File: config.mk
export PLATFORM = sky130hd
export DESIGN_NAME = bdtu
export DESIGN_NICKNAME = d
export VERILOG_FILES = /design/src/rtl/bdtu.sv
export SDC_FILE = /design/constraint.sdc
export NUM_CORES = 1
export LEC_CHECK = 0
export BUFFER_PORTS_ARGS = -buffer_cell sky130_fd_sc_hd__buf_2
export CAP_MARGIN = 30
export CELL_PAD_IN_SITES_DETAIL_PLACEMENT = 0
export CELL_PAD_IN_SITES_GLOBAL_PLACEMENT = 1
export CORE_UTILIZATION = 36
export CTS_CLUSTER_DIAMETER = 30
export DETAILED_ROUTE_END_ITERATION = 8
export PLACE_DENSITY = 0.86
export SLEW_MARGIN = 20
export SYNTH_ARGS = -nofsm -noshare
export SYNTH_HDL_FRONTEND = slang
export SYNTH_SLANG_ARGS = --single-unit
export TNS_END_PERCENT = 20
File: constraint.sdc
create_clock -name clk -period 6.5 [get_ports clk]
set_clock_uncertainty 0.1 [all_clocks]
set_input_delay 0 -clock clk [delete_from_list [all_inputs] [get_ports clk]]
set_output_delay 0 -clock clk [all_outputs]
set_load 0.02 [all_outputs]
File: src/rtl/bdtu.sv
// Block data transfer unit: sequences LDM/STM one register per cycle, drives the
// data memory port and the two write-back ports used by forwarding.
module bdtu #(
  parameter int DW   = 32,
  parameter int NREG = 16
) (
  input  logic            clk,
  input  logic            rst,
  input  logic            start,
  input  logic            is_load,
  input  logic            pre,
  input  logic            up,
  input  logic            wb,
  input  logic [3:0]      base_reg,
  input  logic [DW-1:0]   base_val,
  input  logic [NREG-1:0] reg_list,
  output logic [3:0]      rd_addr,
  input  logic [DW-1:0]   rd_data,
  output logic [DW-1:0]   mem_addr,
  output logic            mem_en,
  output logic            mem_we,
  output logic [DW-1:0]   mem_wdata,
  input  logic [DW-1:0]   mem_rdata,
  output logic [3:0]      bdtu_wd1,
  output logic            bdtu_we1,
  output logic [DW-1:0]   bdtu_wdata1,
  output logic [3:0]      bdtu_wd2,
  output logic            bdtu_we2,
  output logic [DW-1:0]   bdtu_wdata2,
  output logic            busy,
  output logic            done
);

  localparam int CW = $clog2(NREG + 1);

  typedef enum logic [1:0] {IDLE, XFER, FIN} state_t;

  state_t          state;
  logic [NREG-1:0] remain;
  logic [NREG-1:0] list_q;
  logic [3:0]      cur;
  logic [3:0]      base_q;
  logic            load_q;
  logic            wb_q;
  logic [DW-1:0]   final_base;

  logic [CW-1:0]   n;
  logic [DW-1:0]   span;
  logic [DW-1:0]   first_addr;
  logic [3:0]      first_reg;
  logic [3:0]      nxt;

  function automatic logic [CW-1:0] popcount(input logic [NREG-1:0] v);
    logic [CW-1:0] c;
    c = '0;
    for (int i = 0; i < NREG; i++) c += CW'(v[i]);
    return c;
  endfunction

  function automatic logic [3:0] lowest(input logic [NREG-1:0] v);
    logic [3:0] idx;
    idx = '0;
    for (int i = NREG - 1; i >= 0; i--) if (v[i]) idx = 4'(i);
    return idx;
  endfunction

  // Decrementing modes still walk upward: the block starts at the lowest address.
  always_comb begin
    n         = popcount(reg_list);
    span      = DW'(n) << 2;
    first_reg = lowest(reg_list);
    nxt       = lowest(remain);
    case ({pre, up})
      2'b01:   first_addr = base_val;
      2'b11:   first_addr = base_val + DW'(4);
      2'b00:   first_addr = base_val - span + DW'(4);
      default: first_addr = base_val - span;
    endcase
  end

  // Store data and load data pass straight through, gated so idle outputs stay 0.
  assign mem_wdata   = (state == XFER && !load_q) ? rd_data : '0;
  assign bdtu_wdata1 = bdtu_we1 ? mem_rdata : '0;

  always_ff @(posedge clk) begin
    if (rst) begin
      state       <= IDLE;
      load_q      <= 1'b0;
      wb_q        <= 1'b0;
      rd_addr     <= '0;
      mem_addr    <= '0;
      mem_en      <= 1'b0;
      mem_we      <= 1'b0;
      bdtu_wd1    <= '0;
      bdtu_we1    <= 1'b0;
      bdtu_wd2    <= '0;
      bdtu_we2    <= 1'b0;
      bdtu_wdata2 <= '0;
      busy        <= 1'b0;
      done        <= 1'b0;
    end else begin
      done     <= 1'b0;
      bdtu_we1 <= 1'b0;
      bdtu_we2 <= 1'b0;
      case (state)
        IDLE: begin
          busy        <= 1'b0;
          mem_en      <= 1'b0;
          mem_we      <= 1'b0;
          mem_addr    <= '0;
          rd_addr     <= '0;
          bdtu_wd1    <= '0;
          bdtu_wd2    <= '0;
          bdtu_wdata2 <= '0;
          if (start) begin
            load_q     <= is_load;
            wb_q       <= wb;
            base_q     <= base_reg;
            list_q     <= reg_list;
            final_base <= up ? base_val + span : base_val - span;
            busy       <= 1'b1;
            if (n == '0) begin
              state <= FIN;
              done  <= 1'b1;
            end else begin
              state    <= XFER;
              mem_en   <= 1'b1;
              mem_we   <= !is_load;
              mem_addr <= first_addr;
              rd_addr  <= is_load ? 4'd0 : first_reg;
              cur      <= first_reg;
              remain   <= reg_list & ~(NREG'(1) << first_reg);
            end
          end
        end
        XFER: begin
          // Load data for the register served last cycle returns now.
          bdtu_we1 <= load_q;
          bdtu_wd1 <= load_q ? cur : 4'd0;
          if (remain == '0) begin
            state       <= FIN;
            mem_en      <= 1'b0;
            mem_we      <= 1'b0;
            mem_addr    <= '0;
            rd_addr     <= '0;
            done        <= 1'b1;
            bdtu_we2    <= wb_q && !(load_q && list_q[base_q]);
            bdtu_wd2    <= base_q;
            bdtu_wdata2 <= final_base;
          end else begin
            mem_addr <= mem_addr + DW'(4);
            cur      <= nxt;
            rd_addr  <= load_q ? 4'd0 : nxt;
            remain   <= remain & ~(NREG'(1) << nxt);
          end
        end
        default: begin
          state       <= IDLE;
          busy        <= 1'b0;
          bdtu_wd1    <= '0;
          bdtu_wd2    <= '0;
          bdtu_wdata2 <= '0;
        end
      endcase
    end
  end

endmodule

=== Word-level counts from Yosys, hierarchy flattened ===
Cells that the tools add are included.

* Register bits: 158
* Latch bits: 0
* Bits in writable memories: 0
* Memory bits (read-only): 0
* Input port bits: 123
* Output and inout port bits: 146
* Logic and storage cells: 149
* Memories kept: 0

* Add/sub/neg operators: 20
* Multiply operators: 0
* Div/mod/pow operators: 0
* Order comparisons: 1
* Eq/ne operators: 7
* Shift-type cells: 2
* Mux-type cells: 73
* Bitwise logic cells: 8
* Reduce and logical (&&, ||, !) cells: 19

{| class="wikitable"
|+ Operators by type and width
! operator !! number
|-
| 2-to-1 mux 32 bit || 6
|-
| 2-to-1 mux 4 bit || 40
|-
| adder 32 x 3 -> 32 bit, second input constant || 3
|-
| one-hot mux 32 bit (3 select lines) || 1
|-
| one-hot mux 32 bit (2 select lines) || 1
|-
| adder 5 x 1 -> 5 bit || 11
|-
| 2-to-1 mux 16 bit || 3
|-
| adder 32 x 7 -> 32 bit || 1
|-
| bitwise AND 16 bit || 2
|-
| NOT 16 bit || 2
|-
| one-hot mux 16 bit (2 select lines) || 1
|-
| left shift 1 x 4 -> 16 bit, first input constant || 2
|-
| subtractor 32 x 7 -> 32 bit || 1
|-
| zero test 16 bit || 1
|-
| one-hot mux 4 bit (2 select lines) || 2
|-
| 2-to-1 mux 1 bit || 10
|-
| one-hot mux 1 bit (2 select lines) || 4
|-
| 2-to-1 mux 2 bit || 3
|-
| != test 2 bit, second input constant || 3
|-
| AND reduction 2 bit || 3
|-
| OR reduction 3 bit || 2
|-
| adder 4 x 1 -> 5 bit || 1
|-
| zero test 5 bit || 1
|-
| less-than comparator 4 x 5 -> 1 bit, second input constant || 1
|-
| other kinds (16) || 25
|}

=== Longest topological paths before layout ===
Gate-level depths: netlist of run 1.

* Word-level depth: 22
* Depth in mapped cells: 26

=== Worst setup path after synthesis of run 1 ===
No wires, ideal clock.

* Path kind: in2reg
* Start point: input port reg_list[5]
* End point: register mem_addr[16]
* Data arrival time: 6.000 ns
* Data required time: 6.305 ns
* Setup slack: 0.304 ns
* Stages: 25
* Cells stage by stage: inv_1 > fa_1 > inv_1 > fa_1 > fa_1 > inv_1 > fa_1 > inv_1 > ha_1 > inv_1 > fa_1 > xor2_1 > inv_1 > ha_1 > nor2b_1 > a2111oi_2 > clkbuf_1 > nor2_1 > xnor2_1 > o31ai_1 > and4_1 > clkbuf_1 > mux2i_1 > mux2i_1 > a221oi_1

* Longest elaborated chain between the ends: 17
* Elaborated cells between the ends (all ways): 18
* Those cells by class: add/sub: 13; mux: 4; reduce/logical: 1

{| class="wikitable"
|+ Ends and longest elaborated chain
! element !! RTL line !! text
|-
| start: declaration || 16 || <nowiki>input logic [NREG-1:0] reg_list,</nowiki>
|-
| adder 5 x 1 -> 5 bit * (11 in a row) || 56 || <nowiki>for (int i = 0; i < NREG; i++) c += CW'(v[i]);</nowiki>
|-
| subtractor 32 x 7 -> 32 bit || 76, 77 ||
|-
| adder 32 x 3 -> 32 bit || 76 || <nowiki>2'b00: first_addr = base_val - span + DW'(4);</nowiki>
|-
| one-hot mux 32 bit (3 select lines) || 73 || <nowiki>case ({pre, up})</nowiki>
|-
| 2-to-1 mux 32 bit * || 122 || <nowiki>if (n == '0) begin</nowiki>
|-
| 2-to-1 mux 32 bit * || 115 || <nowiki>if (start) begin</nowiki>
|-
| one-hot mux 32 bit (2 select lines) * || 105 || <nowiki>case (state)</nowiki>
|-
| end signal: assignment || 129 || <nowiki>mem_addr <= first_addr;</nowiki>
|-
| end signal: assignment || 151 || <nowiki>mem_addr <= mem_addr + DW'(4);</nowiki>
|-
| end: declaration || 19 || <nowiki>output logic [DW-1:0] mem_addr,</nowiki>
|}

Mark *: on every way between the ends. The rest lies on a longest branch, timed or not.
A chain may end at the register's enable or synchronous reset.

=== Worst setup path in the final report of run 1 ===
* Start point: input port reg_list[10]
* End point: register mem_addr[26]

* Longest elaborated chain between the ends: 12
* Elaborated cells between the ends (all ways): 13
* Those cells by class: add/sub: 8; mux: 4; reduce/logical: 1

{| class="wikitable"
|+ Ends and longest elaborated chain
! element !! RTL line
|-
| adder 5 x 1 -> 5 bit * (6 in a row) || 56
|-
| subtractor 32 x 7 -> 32 bit || 76, 77
|-
| adder 32 x 3 -> 32 bit || 76
|-
| one-hot mux 32 bit (3 select lines) || 73
|-
| 2-to-1 mux 32 bit * || 122
|-
| 2-to-1 mux 32 bit * || 115
|-
| one-hot mux 32 bit (2 select lines) * || 105
|}

Marks and branches as above.

==> PnR_summary.wiki, run 1 <==
{| class="wikitable"
! Metric !! Value
|-
| Total nets after synthesis || 1588
|-
| Yosys warnings || 0
|-
| Relative contribution of the clock network to total power || 23.0%
|-
| Fraction of registers with async set or reset after synthesis || 0%
|-
| Antenna violations before repair || 1
|-
| TritonCTS sink count || 158
|-
| Antenna-violating nets left || 0
|-
| Synthesized flop and latch total || 158
|-
| Worst setup EP type || register
|-
| Std-Cell Core Area || 31500 um2
|-
| Total congestion overflow after global routing || 0
|-
| Sw Ratio || 42.4%
|-
| Area growth from synthesis to final layout || 27.1%
|-
| Cell-internal power || 2.56 mW
|-
| Pre-CTS setup slack || -0.0371 ns
|-
| Startpoint type of the worst setup path || input port
|-
| Max capacitance violation total || 0
|-
| Number of buffers on the longest clock path || 2
|-
| Outcome || finished clean
|-
| Final Total Pwr || 4.45 mW
|-
| CP max FO || 16
|-
| Final Hold Fails || 0
|-
| Smallest setup slack after layout || 0.353 ns
|-
| Net switching component of the power || 1.89 mW
|-
| Flop pwr share || 30.0%
|-
| Transition at the pin with the smallest max-transition slack || 0.912 ns
|-
| Routed wirelength normalized by instance count || 19.8 um
|-
| Relative slew slack || 39.0%
|-
| Via-to-Cell Ratio || 5.72
|-
| Number of synthesized flops with an enable pin || 72
|-
| Path class of the lowest-slack min-delay path || in -> reg
|-
| Largest area contributor in the synthesized netlist || sky130_fd_sc_hd__edfxtp_1
|-
| Final min period || 6.15 ns
|-
| Number of global-route vias before repair || 11700
|-
| Cts bufs inserted || 17
|-
| Part of the cycle the worst path needs || 94.6%
|-
| Non-filler cells, final || 2152
|-
| Peak supply drop || 204 uV
|-
| Fraction of final layout cells sized beyond drive strength 1 || 23.1%
|-
| Count of H-tree levels built during CTS || 4
|-
| Final number of max-transition violations || 0
|-
| Top Ports || 269
|-
| First-pass iteration count of the detailed router || 6
|-
| Maximum number of pins on one net before global-route repair || 54
|-
| Combinational share of power || 47.0%
|-
| Sequential-to-total area share from yosys stat || 33.8%
|-
| Net total in the final layout || 1892
|-
| Setup TNS after final layout || 0 ns
|-
| Setup Fix Bufs, Post-CTS || 0
|-
| I/O Buffers || 268
|-
| Total number of placement rows || 65
|-
| Worst-Skew Late Latency || 0.45 ns
|-
| Final design area excluding fillers || 14600 um2
|-
| Final wirelength || 42700 um
|-
| Average cell area after synthesis || 8.04 um2
|-
| Instance area after placement || 13500 um2
|-
| TritonCTS clock tree || done
|-
| Clk pin slew, worst setup/hold paths || 0.07 ns
|-
| Drt drc || 0
|-
| Placer congestion estimate || 0.980
|-
| First-pass GRT wire length || 65300 um
|-
| Placed cell count || 2073
|-
| Cell types occupying the most area after synthesis || sky130_fd_sc_hd__edfxtp_1 19%, sky130_fd_sc_hd__dfxtp_1 15%, sky130_fd_sc_hd__nand2_1 5.6%
|-
| Routed vias || 12300
|-
| Starting density of the core || 36.6%
|-
| Detailed router's first-iteration violation count || 1085
|-
| Synth Cell Area || 11500 um2
|-
| Vert. Die Dim || 181 um
|-
| Placed wire-length estimate || 32300 um
|-
| Top FF cell, synth || sky130_fd_sc_hd__dfxtp_1
|-
| PwrDens || 304 nW/um2
|-
| Die area || 32700 um2
|-
| Required time at the worst-slack endpoint || 6.74 ns
|-
| Global router's overall resource usage || 25.7%
|-
| Number of unique standard cell types used by synthesis || 80
|-
| CP Class || in -> reg
|-
| Crit path arrival time || 6.38 ns
|-
| Unrepaired setup endpoints after global routing || false
|-
| Total setup violations reported at the end of the flow || 0
|-
| Cells after synthesis || 1432
|-
| CTS Root Cell || sky130_fd_sc_hd__clkbuf_16
|-
| Fmax || 163 MHz
|-
| Standby leakage power || 5.92 nW
|-
| Overall die width || 181 um
|-
| Yosys top cell area share || 18.8%
|}
==> power by group through the flow <==
stage | combinational, mW | sequential [mW] | clock [mW]
6_report | 2.09 | 1.34 | 1.02
5_1_grt | 2.28 | 1.35 | 1.08
4_1_cts | 2.07 | 1.33 | 1.04
3_5_place_dp | 2.03 | 1.36 | 0
3_3_place_gp | 1.99 | 1.36 | 0
2_1_floorplan | 1.26 | 1.38 | 0
==> synth_stat cells (17+ instances only) <==
library cell / number
sky130_fd_sc_hd__o21ai_0: 70
sky130_fd_sc_hd__and2_1: 72
sky130_fd_sc_hd__nand4_1: 19
sky130_fd_sc_hd__edfxtp_1: 72
sky130_fd_sc_hd__nor3_1: 49
sky130_fd_sc_hd__xor2_1: 33
sky130_fd_sc_hd__a21o_1: 19
sky130_fd_sc_hd__inv_1: 59
sky130_fd_sc_hd__nand2_1: 171
sky130_fd_sc_hd__xnor2_1: 54
sky130_fd_sc_hd__ha_1: 21
sky130_fd_sc_hd__and3_1: 19
sky130_fd_sc_hd__o22ai_1: 17
sky130_fd_sc_hd__nor2_1: 116
sky130_fd_sc_hd__dfxtp_1: 86
sky130_fd_sc_hd__clkbuf_1: 84
sky130_fd_sc_hd__nand3_1: 38
sky130_fd_sc_hd__a31oi_1: 22
sky130_fd_sc_hd__nor4_1: 31
sky130_fd_sc_hd__a21oi_1: 116
==> cells by family (layout without fill, tap and decap cells) <==
family	Yosys count	count (layout)	synth area share, %
AND/OR/NAND/NOR	610	610	27.1
AO/OA/AOI/OAI	371	371	20.9
buffers and inverters	154	471	5.16
other	1	2	0.0326
adder cells (fa/ha/maj)	33	33	4.37
XOR/XNOR	87	87	6.62
multiplexers	18	18	2.11
flip-flops	158	158	33.8
==> critical path, cell delays in order <==
cell                            delay [ns]
sky130_fd_sc_hd__dlygate4sd3_1        0.52
sky130_fd_sc_hd__buf_2                0.16
sky130_fd_sc_hd__inv_1                0.08
sky130_fd_sc_hd__fa_1                 0.54
sky130_fd_sc_hd__inv_1                0.05
sky130_fd_sc_hd__fa_1                 0.48
sky130_fd_sc_hd__inv_1                0.07
sky130_fd_sc_hd__fa_1                 0.50
sky130_fd_sc_hd__inv_1                0.09
sky130_fd_sc_hd__ha_1                 0.17
sky130_fd_sc_hd__inv_1                0.06
sky130_fd_sc_hd__fa_1                 0.39
sky130_fd_sc_hd__xor2_1               0.22
sky130_fd_sc_hd__inv_1                0.07
sky130_fd_sc_hd__ha_1                 0.28
sky130_fd_sc_hd__nor2b_1              0.15
sky130_fd_sc_hd__a2111oi_2            0.34
sky130_fd_sc_hd__buf_4                0.31
sky130_fd_sc_hd__o21a_1               0.17
sky130_fd_sc_hd__o22ai_1              0.18
sky130_fd_sc_hd__nor4_2               0.26
sky130_fd_sc_hd__buf_4                0.18
sky130_fd_sc_hd__nand4_1              0.30
sky130_fd_sc_hd__buf_4                0.28
sky130_fd_sc_hd__nor3_1               0.22
sky130_fd_sc_hd__xnor2_1              0.10
sky130_fd_sc_hd__a22o_1               0.17
==> layer usage <==
metal	part of all wire [%]	track usage, %	up-vias
met2	50	45.2	611
li1	-	-	5781
met3	6.2	3.27	118
met4	4.7	14.1	0
met1	40	30.2	5799
met5	0	0	-
==> path summary, 6_finish.rpt <==
kind	from	end	slack, ns	cells after the start
worst max-delay path	reg_list[10]	mem_addr[26]$_SDFFE_PP0P_	0.35	27
worst min-delay path	rst	mem_we$_SDFFE_PP0P_	0.006	3
worst max register to register	state[1]$_SDFFE_PP0P_	mem_addr[12]$_SDFFE_PP0P_	2.79	10
worst min register to register	bdtu_wdata2[21]$_SDFFE_PP0P_	bdtu_wdata2[21]$_SDFFE_PP0P_	0.35	2
==> area by class of cell <==
cell class | instances | area, um2
timing repair buffer | 378 | 2330
fill | 3101 | 16800
sequential | 158 | 3880
clock buffer | 17 | 425
clock inverter | 15 | 180
antenna | 1 | 2.50
multi-input combinational | 1120 | 7080
tap | 402 | 503
inverter | 61 | 229
==> flip-flops by register name, summed over array words and instances (netlist names), 2 cells and up <==
signal       count
bdtu_wdata2     32
list_q          16
rd_addr          4
remain          16
bdtu_wd1         4
mem_addr        32
final_base      32
bdtu_wd2         4
base_q           4
cur              4
state            2
==> metrics by stage <==
step	hold slack [ns]	utilization [%]
detailed placement	0.0803	43.0
finish	0.00627	46.5
CTS	0.00196	46.4
global route	0.0140	46.5
floorplan	-0.00113	-
global placement	0.0789	42.8
==> timing repair <==
item / in CTS / in global routing
endpoints found under the setup margin: 0 / 10
hold buffers: 46 / 0
gates resized for setup: 0 / 7
endpoints found under the hold margin: 59 / 0
==> layout by cell type (no fill, tap or decap), types with 19 or more instances in the layout <==
master / synthesis / layout
sky130_fd_sc_hd__nand2_1: 171 / 171
sky130_fd_sc_hd__nor2_1: 116 / 113
sky130_fd_sc_hd__dfxtp_1: 86 / 86
sky130_fd_sc_hd__buf_4: 0 / 60
sky130_fd_sc_hd__nor3_1: 49 / 49
sky130_fd_sc_hd__nand4_1: 19 / 19
sky130_fd_sc_hd__a21oi_1: 116 / 115
sky130_fd_sc_hd__o21ai_0: 70 / 69
sky130_fd_sc_hd__a21o_1: 19 / 19
sky130_fd_sc_hd__a31oi_1: 22 / 22
sky130_fd_sc_hd__buf_2: 1 / 268
sky130_fd_sc_hd__inv_1: 59 / 59
sky130_fd_sc_hd__edfxtp_1: 72 / 72
sky130_fd_sc_hd__ha_1: 21 / 21
sky130_fd_sc_hd__nor4_1: 31 / 30
sky130_fd_sc_hd__dlygate4sd3_1: 0 / 46
sky130_fd_sc_hd__xor2_1: 33 / 33
sky130_fd_sc_hd__xnor2_1: 54 / 54
sky130_fd_sc_hd__and2_1: 72 / 72
sky130_fd_sc_hd__nand3_1: 38 / 38
sky130_fd_sc_hd__and3_1: 19 / 19
(Power assumes the default switching activity.)
==> run 2, diff against run 1 <==
- CORE_UTILIZATION: 36 -> 40
- PLACE_DENSITY: 0.86 -> 0.9
- clock period: 6.5 -> 6.55 ns (I/O delays scaled with it)
==> run 2 against run 1 <==
  * Global-route usage grew 3.1 points
  * Hold slack gained 0.0099 ns
  * Cell area grew 0.26%
  * Wire length grew 1.4%
  * Largest cell class unchanged
==> PnR_summary.wiki, run 2 (synthesis gave the netlist of run 1 again) <==
{| class="wikitable"
! Metric !! Value
|-
| Clk pin slew, worst setup/hold paths || 0.08 ns (about the same)
|-
| Total number of placement rows || 61 (-6.2%)
|-
| Reg2Reg Capture Point || mem_addr[29]$_SDFFE_PP0P_
|-
| Relative contribution of the clock network to total power || 22.9% (about the same)
|-
| Std-Cell Core Area || 28000 um2 (-11%)
|-
| Startpoint type of the worst setup path || input port
|-
| Via-to-Cell Ratio || 5.85 (+2.2%)
|-
| Combinational share of power || 48.3% (+1.3 points)
|-
| Number of global-route vias before repair || 11400 (-2.8%)
|-
| Final number of max-transition violations || 0 (unchanged)
|-
| Non-filler cells, final || 2118 (-1.6%)
|-
| Cts bufs inserted || 17 (unchanged)
|-
| Total setup violations reported at the end of the flow || 0 (unchanged)
|-
| Leading cell type in the layout, fill and taps excluded || sky130_fd_sc_hd__buf_2
|-
| Placer congestion estimate || 0.957 (-2.3%)
|-
| Worst hold slack || 0.0162 ns (+0.00995 ns)
|-
| Transition at the pin with the smallest max-transition slack || 0.970 ns (+0.0582 ns)
|-
| Launching instance or port of the critical path || reg_list[13]
|-
| Worst-Skew Late Latency || 0.43 ns (-0.02 ns)
|-
| Relative slew slack || 35.3% (-3.7 points)
|-
| TritonCTS sink count || 158 (unchanged)
|-
| Part of the cycle the worst path needs || 97.3%
|-
| Detailed router's first-iteration violation count || 1161 (+7.0%)
|-
| Global router's overall resource usage || 28.8% (+3.1 points)
|-
| Number of fillers in the final layout || 2702 (-13%)
|-
| Die area || 29500 um2 (-9.9%)
|-
| Total congestion overflow after global routing || 0 (unchanged)
|-
| Routed wirelength normalized by instance count || 20.4 um (+3.0%)
|-
| PwrDens || 313 nW/um2 (+3.1%)
|-
| TritonCTS clock tree || done
|-
| CP Class || in -> reg
|-
| Antenna violations before repair || 3 (+2)
|-
| Peak supply drop || 197 uV (-3.3%)
|-
| Flop pwr share || 28.8% (-1.2 points)
|-
| Top Ports || 269 (unchanged)
|-
| End point of the critical path || mem_addr[25]$_SDFFE_PP0P_
|-
| Overall die width || 172 um (-5.1%)
|-
| Worst setup EP type || register
|-
| Standby leakage power || 5.93 nW (+0.26%)
|-
| Sw Ratio || 42.8% (+0.37 points)
|-
| Starting density of the core || 41.1% (+4.5 points)
|-
| Final min period || 6.37 ns
|-
| Antenna-violating nets left || 0 (unchanged)
|-
| Path class of the lowest-slack min-delay path || in -> reg
|-
| Area growth from synthesis to final layout || 27.5%
|-
| Fmax || 157 MHz
|-
| First-pass GRT wire length || 64500 um (-1.3%)
|-
| R2r startpoint || state[1]$_SDFFE_PP0P_
|-
| Drt drc || 0 (unchanged)
|-
| Final design area excluding fillers || 14700 um2 (+0.26%)
|-
| Number of buffers on the longest clock path || 2 (unchanged)
|-
| Placed cell count || 2040 (-1.6%)
|-
| CTS Root Cell || sky130_fd_sc_hd__clkbuf_16
|-
| Instance area after placement || 13400 um2 (-0.92%)
|-
| Worst-case register-to-register setup slack || 2.47 ns (-0.32 ns)
|-
| Required time at the worst-slack endpoint || 6.76 ns (+0.02 ns)
|-
| Count of H-tree levels built during CTS || 4 (unchanged)
|-
| Fraction of final layout cells sized beyond drive strength 1 || 24.8% (+1.7 points)
|-
| Crit path arrival time || 6.58 ns (+0.20 ns)
|-
| Outcome || finished clean
|-
| Cell-internal power || 2.63 mW (+2.7%)
|-
| Largest registers || bdtu_wdata2 x32, final_base x32, mem_addr x32
|-
| First-pass iteration count of the detailed router || 5 (-1)
|-
| Final Hold Fails || 0 (unchanged)
|-
| Net total in the final layout || 1881 (-0.58%)
|-
| Maximum number of pins on one net before global-route repair || 54 (unchanged)
|-
| Final Total Pwr || 4.60 mW (+3.3%)
|-
| Vert. Die Dim || 172 um (-5.1%)
|-
| Routed vias || 12400 (+0.58%)
|-
| Max capacitance violation total || 0 (unchanged)
|-
| Most used cells in the layout excluding fill and tap cells || 268 x sky130_fd_sc_hd__buf_2, 171 x sky130_fd_sc_hd__nand2_1, 114 x sky130_fd_sc_hd__a21oi_1
|-
| CP max FO || 6 (-10)
|-
| Number of cells on the worst reg-to-reg path || 7 (-3)
|-
| I/O Buffers || 268 (unchanged)
|-
| Net switching component of the power || 1.97 mW (+4.2%)
|-
| Placed wire-length estimate || 32400 um (+0.29%)
|-
| Final wirelength || 43300 um (+1.4%)
|}
[run 2: worst min path at each step]
stage                     slack, ns                        to    startpoint  cells after the start
final                          0.02  final_base[29]$_DFFE_PP_  base_val[29]                      2
after global routing           0.01  final_base[29]$_DFFE_PP_  base_val[29]                      2
after floorplan              -0.001       base_q[0]$_DFFE_PP_   base_reg[0]                      0
after global placement         0.08       base_q[0]$_DFFE_PP_   base_reg[0]                      1
after detailed placement       0.08       base_q[2]$_DFFE_PP_   base_reg[2]                      1
after CTS                     0.004  final_base[29]$_DFFE_PP_  base_val[29]                      2
[run 2: area by class of cell]
cell class | count | area (um2) | area share (%)
antenna | 2 | 5.00 | 0.0341
clock buffer | 17 | 425 | 2.90
clock inverter | 15 | 200 | 1.36
inverter | 61 | 229 | 1.56
multi-input combinational | 1120 | 7250 | 49.4
sequential | 158 | 3880 | 26.5
tap | 378 | 473 | 3.22
timing repair buffer | 367 | 2200 | 15.0
[run 2: what timing repair did]
item	in CTS	in global routing
endpoints found under the hold margin	49	0
gates resized for setup	0	42
setup endpoints to repair	0	20
setup buffers	0	5
hold buffers	37	0
[run 2: critical path: stages]
cell and delay, ns:
sky130_fd_sc_hd__dlygate4sd3_1 0.55, sky130_fd_sc_hd__buf_2 0.17, sky130_fd_sc_hd__fa_1 0.51, sky130_fd_sc_hd__inv_1 0.05
sky130_fd_sc_hd__fa_1 0.48, sky130_fd_sc_hd__inv_1 0.05, sky130_fd_sc_hd__fa_1 0.48, sky130_fd_sc_hd__inv_1 0.07
sky130_fd_sc_hd__fa_1 0.48, sky130_fd_sc_hd__inv_1 0.04, sky130_fd_sc_hd__ha_1 0.19, sky130_fd_sc_hd__inv_1 0.07
sky130_fd_sc_hd__fa_2 0.50, sky130_fd_sc_hd__fa_1 0.50, sky130_fd_sc_hd__xnor2_2 0.22, sky130_fd_sc_hd__mux2i_1 0.15
sky130_fd_sc_hd__a21o_1 0.29, sky130_fd_sc_hd__a21o_1 0.21, sky130_fd_sc_hd__or4_4 0.52, sky130_fd_sc_hd__nor4_4 0.29
sky130_fd_sc_hd__buf_4 0.19, sky130_fd_sc_hd__mux2i_2 0.24, sky130_fd_sc_hd__mux2i_1 0.21, sky130_fd_sc_hd__o221ai_1 0.12
[run 2: metrics by stage]
step                      util, %  setup TNS, ns  setup slack [ns]
final                        52.4              0             0.179
after floorplan                 -              0             0.354
after detailed placement     47.8              0            0.0972
after global routing         52.4        -0.0292           -0.0223
after global placement       47.8              0             0.193
after CTS                    51.4              0            0.0118
[run 2: power groups by stage]
stage / clock network, mW / registers [mW] / logic (mW)
floorplan: 0 / 1.37 / 1.25
global route: 1.10 / 1.34 / 2.40
detailed placement: 0 / 1.34 / 2.01
CTS: 1.07 / 1.32 / 2.04
finish: 1.05 / 1.33 / 2.22
global placement: 0 / 1.34 / 1.98
[run 2: layer usage]
| layer | track usage [%] | part of all wire, % |
|---|---|---|
| met1 | 35.1 | 40 |
| met2 | 50.6 | 50 |
| met3 | 3.66 | 6.7 |
| met4 | 12.1 | 3.4 |
| met5 | 0 | 0.030 |
